<file path="config.mk">
export PLATFORM = sky130hd
export DESIGN_NAME = fetch_queue
export DESIGN_NICKNAME = d
export VERILOG_FILES = /design/src/rtl/fetch_queue_pkg.sv /design/src/rtl/fetch_queue_ram.sv /design/src/rtl/fetch_queue.sv
export SDC_FILE = /design/constraint.sdc
export NUM_CORES = 1
export LEC_CHECK = 0
export BUFFER_PORTS_ARGS = -buffer_cell sky130_fd_sc_hd__buf_2
export CAP_MARGIN = 20
export CORE_MARGIN = 1
export CORE_UTILIZATION = 61
export DETAILED_ROUTE_END_ITERATION = 16
export PLACE_DENSITY = 0.77
export SYNTH_ARGS = -nofsm -noshare
export SYNTH_HDL_FRONTEND = slang
export SYNTH_SLANG_ARGS = --single-unit
</file>
<file path="constraint.sdc">
create_clock -name i_clk -period 9.7 [get_ports i_clk]
set_input_delay 1.455 -clock i_clk [delete_from_list [all_inputs] [get_ports i_clk]]
set_output_delay 1.455 -clock i_clk [all_outputs]
set_load 0.01 [all_outputs]
</file>
<file path="src/rtl/fetch_queue_pkg.sv">
// Shared types and constants for the dual-issue instruction fetch queue.
package fetch_queue_pkg;

    typedef struct packed {
        logic [31:0] pc;
        logic [31:0] inst;
    } fetch_entry_t;

    localparam int          FQ_DEPTH     = 8;
    localparam logic [31:0] PC_RESET_VEC = 32'h0000_3000;

    // Number of slots in the valid prefix of a 2-bit slot mask: 00->0, x1->1 or 2, 10->0.
    function automatic logic [1:0] prefix_count(input logic [1:0] v);
        logic [1:0] n;
        n = 2'd0;
        if (v[0]) begin
            n = v[1] ? 2'd2 : 2'd1;
        end
        return n;
    endfunction

endpackage

</file>
<file path="src/rtl/fetch_queue_ram.sv">
// Fetch queue storage: DEPTH entries, two write ports, two asynchronous read ports.
// Contents are not reset; validity is tracked by the pointer logic in fetch_queue.
module fetch_queue_ram
    import fetch_queue_pkg::*;
#(
    parameter int DEPTH = FQ_DEPTH
) (
    input  logic                       i_clk,
    input  logic                       i_we0,
    input  logic [$clog2(DEPTH)-1:0]   i_waddr0,
    input  fetch_entry_t               i_wdata0,
    input  logic                       i_we1,
    input  logic [$clog2(DEPTH)-1:0]   i_waddr1,
    input  fetch_entry_t               i_wdata1,
    input  logic [$clog2(DEPTH)-1:0]   i_raddr0,
    input  logic [$clog2(DEPTH)-1:0]   i_raddr1,
    output fetch_entry_t               o_rdata0,
    output fetch_entry_t               o_rdata1
);

    fetch_entry_t r_mem [DEPTH];

    // Both write ports target distinct consecutive addresses, so no port priority is needed.
    always_ff @(posedge i_clk) begin
        if (i_we0) begin
            r_mem[i_waddr0] <= i_wdata0;
        end
        if (i_we1) begin
            r_mem[i_waddr1] <= i_wdata1;
        end
    end

    assign o_rdata0 = r_mem[i_raddr0];
    assign o_rdata1 = r_mem[i_raddr1];

endmodule

</file>
<file path="src/rtl/fetch_queue.sv">
// Instruction fetch queue between the PC register and decode.
// Accepts up to two instructions per cycle, presents the two oldest to decode,
// and raises o_in_ready only when a full fetch pair can be absorbed.
// Optional build macro FETCHQ_PERF_EN adds the o_stall_cycles counter.
module fetch_queue
    import fetch_queue_pkg::*;
#(
    parameter int              DEPTH    = FQ_DEPTH,
    parameter int              WIDTH    = 32,
    parameter logic [WIDTH-1:0] PC_RESET = PC_RESET_VEC
) (
    input  logic                       i_clk,
    input  logic                       i_rst_n,
    input  logic                       i_flush,
    input  logic [1:0]                 i_in_valid,
    input  logic [WIDTH-1:0]           i_in_inst0,
    input  logic [WIDTH-1:0]           i_in_inst1,
    input  logic [WIDTH-1:0]           i_in_pc,
    output logic                       o_in_ready,
    output logic [1:0]                 o_out_valid,
    output logic [WIDTH-1:0]           o_out_inst0,
    output logic [WIDTH-1:0]           o_out_inst1,
    output logic [WIDTH-1:0]           o_out_pc0,
    output logic [WIDTH-1:0]           o_out_pc1,
    input  logic [1:0]                 i_out_take,
    output logic [$clog2(DEPTH):0]     o_count
`ifdef FETCHQ_PERF_EN
    ,
    output logic [31:0]                o_stall_cycles
`endif
);

    localparam int AW = $clog2(DEPTH);
    localparam int CW = AW + 1;

    logic [AW-1:0]  r_head;
    logic [AW-1:0]  r_tail;
    logic [CW-1:0]  r_count;

    logic           w_in_ready;
    logic [1:0]     w_out_valid;
    logic [1:0]     w_wr_cnt;
    logic [1:0]     w_rd_cnt;
    logic           w_we0;
    logic           w_we1;
    fetch_entry_t   w_wdata0;
    fetch_entry_t   w_wdata1;
    fetch_entry_t   w_rdata0;
    fetch_entry_t   w_rdata1;
    logic [AW-1:0]  w_head_next;
    logic [AW-1:0]  w_tail_next;
    logic [CW-1:0]  w_count_next;

    // Ready is a function of registered occupancy only, so decode never reaches fetch combinationally.
    assign w_in_ready  = (r_count <= CW'(DEPTH - 2));
    assign w_out_valid = {(r_count >= CW'(2)), (r_count >= CW'(1))};

    // Illegal In_Valid=10 collapses to zero writes; Out_Take is trimmed to its valid prefix.
    assign w_wr_cnt = w_in_ready ? prefix_count(i_in_valid) : 2'd0;
    assign w_rd_cnt = prefix_count(i_out_take & w_out_valid);

    assign w_we0 = !i_flush && (w_wr_cnt != 2'd0);
    assign w_we1 = !i_flush && (w_wr_cnt == 2'd2);

    assign w_wdata0 = '{pc: i_in_pc, inst: i_in_inst0};
    assign w_wdata1 = '{pc: i_in_pc + WIDTH'(4), inst: i_in_inst1};

    fetch_queue_ram #(
        .DEPTH (DEPTH)
    ) u_ram (
        .i_clk    (i_clk),
        .i_we0    (w_we0),
        .i_waddr0 (r_tail),
        .i_wdata0 (w_wdata0),
        .i_we1    (w_we1),
        .i_waddr1 (r_tail + AW'(1)),
        .i_wdata1 (w_wdata1),
        .i_raddr0 (r_head),
        .i_raddr1 (r_head + AW'(1)),
        .o_rdata0 (w_rdata0),
        .o_rdata1 (w_rdata1)
    );

    // Next pointer/occupancy: flush wins over any same-cycle read or write.
    always_comb begin
        w_head_next  = r_head;
        w_tail_next  = r_tail;
        w_count_next = r_count;
        if (i_flush) begin
            w_head_next  = '0;
            w_tail_next  = '0;
            w_count_next = '0;
        end else begin
            w_head_next  = r_head + AW'(w_rd_cnt);
            w_tail_next  = r_tail + AW'(w_wr_cnt);
            w_count_next = r_count + CW'(w_wr_cnt) - CW'(w_rd_cnt);
        end
    end

    // Pointer and occupancy registers.
    always_ff @(posedge i_clk or negedge i_rst_n) begin
        if (!i_rst_n) begin
            r_head  <= '0;
            r_tail  <= '0;
            r_count <= '0;
        end else begin
            r_head  <= w_head_next;
            r_tail  <= w_tail_next;
            r_count <= w_count_next;
        end
    end

    // Head entries go straight to decode; empty slots show 0 / the reset PC.
    always_comb begin
        o_out_inst0 = '0;
        o_out_inst1 = '0;
        o_out_pc0   = PC_RESET;
        o_out_pc1   = PC_RESET;
        if (w_out_valid[0]) begin
            o_out_inst0 = w_rdata0.inst;
            o_out_pc0   = w_rdata0.pc;
        end
        if (w_out_valid[1]) begin
            o_out_inst1 = w_rdata1.inst;
            o_out_pc1   = w_rdata1.pc;
        end
    end

    assign o_in_ready  = w_in_ready;
    assign o_out_valid = w_out_valid;
    assign o_count     = r_count;

`ifdef FETCHQ_PERF_EN
    logic [31:0] r_stall_cycles;

    // Counts cycles where fetch had work but the queue could not take it; survives flush.
    always_ff @(posedge i_clk or negedge i_rst_n) begin
        if (!i_rst_n) begin
            r_stall_cycles <= '0;
        end else if (i_in_valid[0] && !w_in_ready && !i_flush && (r_stall_cycles != 32'hFFFF_FFFF)) begin
            r_stall_cycles <= r_stall_cycles + 32'd1;
        end
    end

    assign o_stall_cycles = r_stall_cycles;
`endif

`ifndef SYNTHESIS
    a_in_valid_legal : assert property (@(posedge i_clk) disable iff (!i_rst_n)
        i_in_valid != 2'b10);
    a_out_take_legal : assert property (@(posedge i_clk) disable iff (!i_rst_n)
        (i_out_take != 2'b10) && ((i_out_take & ~w_out_valid) == 2'b00));
    a_count_bound    : assert property (@(posedge i_clk) disable iff (!i_rst_n)
        r_count <= CW'(DEPTH));
`endif

endmodule

</file>
==> results.tsv <==
stage	metric	value	unit
outcome	status	completed	
worst_setup_path	rrSetupSlack	5.38	ns
synth	synth_warnings	0	
global_route	grt_pass1_vias	23889	
clocking	clock-root-buffer	clkbuf_16	
synth	syn-num-nets	2909	
worst_setup_path	crit_end	o_out_pc0[27]	
power	leakagePower	12.7	nW
routing	dr.max_layer_used	met5	
sta	worst_slew_pin_slew	1.20	ns
die	rows	82	
final_layout	drive_gt1_frac	0.232	
synth	async_flop_share	0.0192	
sta	tns	0	ns
final_layout	nFillCells	3570	
synth	synthCells	2790	
clocking	cts_tree	done	
final_layout	area_delta_synth_final	10.4	%
synth	syn_area_per_cell	11.3	um2
worst_setup_path	crit_arrival	4.45	ns
routing	totalWireLength	94300	um
worst_setup_path	r2r-end	o_count[3]	
routing	vias	23579	
worst_setup_path	cp-end-kind	primary output	
synth	synth_flop_cell	edfxtp_1	
flow_run	drv_cap	0	
synth	synth_edf_count	512	
routing	wl_met3	12500	um
worst_setup_path	critPathKind	reg2out	
worst_setup_path	worst_ep_required_time	8.25	ns
synth	ys_top_cells_by_count	1038 x nand2_1, 512 x edfxtp_1, 256 x mux4_2, 204 x nor2_1, 123 x clkbuf_1	
placed_design	dpl.hpwl	54000	um
worst_setup_path	critPathMaxFanout	48	
routing	wl_met1	31600	um
placed_design	postPlaceCellArea	0.0328	mm2
power	powerDensity	248	mW/mm2
global_route	grt_use_total	0.361	
placed_design	gp_congestion	0.847	
final_layout	final_cell_area	0.0347	mm2
routing	drc	0	
global_route	overflow	0	
sta	fmax	169	MHz
clocking	clkLatencyLatePin	0.61	ns
worst_setup_path	critPathLaunch	r_head[1]	
clocking	cts_setup_buffers	0	
synth	synth_top_area_share	0.489	
sta	fin_crit	5.90	ns
sta	finalClockSkew	0.0116	ns
clocking	ctsResizeCount	0	
worst_hold_path	hold_path.class	in2async	
worst_setup_path	reg2regPathDepth	15	
clocking	cts_max_path_buffers	3	
routing	firstDrtPassIters	6	
worst_setup_path	startpoint_type	register	
synth	ys_ff_latch	522	
synth	yosysSeqAreaShare	0.497	
clocking	clock_sinks	522	
die	die_area	0.0525	mm2
worst_setup_path	r2r-start	o_count[3]	
sta	slew_violations	0	
clocking	htreeDepth	2	
routing	wl_per_cell	26.3	um
die	coreArea	0.0505	mm2
clocking	postCtsHoldBufs	0	
placed_design	port_buffers	237	
routing	ant_nets	0	
synth	netlist_area	0.0314	mm2
power	ir_drop	0.309	mV
die	die_h	229	um
routing	drt-initial-drc-count	3092	
global_route	grt_first_pass_wirelength	142000	um
sta	finalCritPeriodShare	0.609	
clocking	cts-buffers-inserted	54	
sta	max_slew_margin	0.200	
global_route	grt_max_degree	97	
synth	synth_cell_types	48	
sta	rsz0062_at_grt	no	
sta	hold_viol_final	0	
routing	viasPerCell	6.57	
die	die_w	229	um
synth	synth_area_leader_cell	edfxtp_1	
synth	synthTopCellsByArea	edfxtp_1 49%, mux4_2 18%, nand2_1 12%	
routing	dr_wl_met2	45900	um
die	initial_core_util	0.623	
final_layout	fin_nets	2980	
global_route	grt_antenna_before_repair	14	
clocking	path_clk_slew	0.06	ns
die	pin_count	238	
sta	setup_viol	0	
synth	synth_most_common_cell	nand2_1	
[through the flow]
stage          power (mW)  hold WS (ns)  instances   util  setup slack (ns)
4_1_cts              8.59         0.694       3575  0.686              3.74
5_1_grt              8.95         0.716       3587  0.688              3.54
3_3_place_gp         6.39         0.725       3472  0.649              4.41
2_1_floorplan        5.31         0.612       2790      -             0.583
3_5_place_dp         6.46         0.743       3473  0.650              4.40
6_report             8.62         0.706       3591  0.688              3.80
[worst min path at each step]
stage | end | slack [ns] | cells after the start
6_report | o_count[2] | 0.71 | 1
5_1_grt | o_count[0] | 0.72 | 1
4_1_cts | o_count[2] | 0.69 | 1
3_5_place_dp | o_count[0] | 0.74 | 2
3_3_place_gp | o_count[0] | 0.73 | 2
2_1_floorplan | r_head[0] | 0.61 | 2
[sequential cells by signal, indices dropped and copies added, names as in the netlist]
signal       count
o_count          4
r_tail           3
r_head           3
u_ram.r_mem    512
[cells by family (layout without fill, tap and decap cells)]
logic type,Yosys count,in the layout,synth area share
AO/OA/AOI/OAI,73,73,0.0121
multiplexers,323,323,0.205
AND/OR/NAND/NOR,1332,1332,0.170
XOR/XNOR,240,240,0.0673
other,0,12,0
buffers and inverters,284,401,0.0418
adder cells (fa/ha/maj),16,16,0.00732
flip-flops,522,522,0.497
[cell usage in the layout, fill, tap and decap left out, types with 3 or more instances in the layout]
cell        count
mux2i_1        65
fa_1            4
xnor2_1       115
xor2_1        121
clkinvlp_4      6
edfxtp_1      512
nor4_4          3
ha_1           11
nor2b_1         8
dfrtp_1         7
buf_4          40
clkinv_1       11
bufinv_16       7
a21oi_1        64
and4_1          3
nor3_4          9
nor3_1          5
clkbuf_1        8
clkbuf_16      57
nand3_1        15
nand2b_1        3
buf_2         237
nand2_1      1036
nand4_1        11
diode_2        12
o31ai_4         3
nor2_1        204
nand3_2         9
clkinv_2       13
and3_1          3
inv_1          15
dfrtp_4         3
mux4_2        256
[report_power, final]
part	switching [mW]	internal, mW	total [mW]
logic	2.10	1.63	3.73
registers	0.105	2.63	2.74
clock network	0.903	1.25	2.16
total	3.10	5.52	8.62
[metal layers]
metal  GRT usage  up-vias
met5           0        -
met4       0.171        8
met3      0.0843      347
met2       0.587     1860
met1       0.460    11485
li1            -     9879
[worst max-delay path, stage by stage, from the launching register on]
cell and delay (ns):
dfrtp_4 0.42, buf_4 0.70, buf_4 0.83, buf_4 0.70, mux4_2 0.58, mux2i_1 0.30
nor2_1 0.08, buf_2 0.17
[area by class of cell]
class                      instances  area [um2]  share of cell area
timing repair buffer             283        1600              0.0461
clock inverter                    37         362              0.0104
tap                              672         841              0.0242
sequential                       522       15600               0.450
clock buffer                      65        1460              0.0420
inverter                          16        62.6             0.00180
antenna                           12        30.0            0.000865
multi-input combinational       1984       14700               0.424
(Power assumes the default switching activity.)
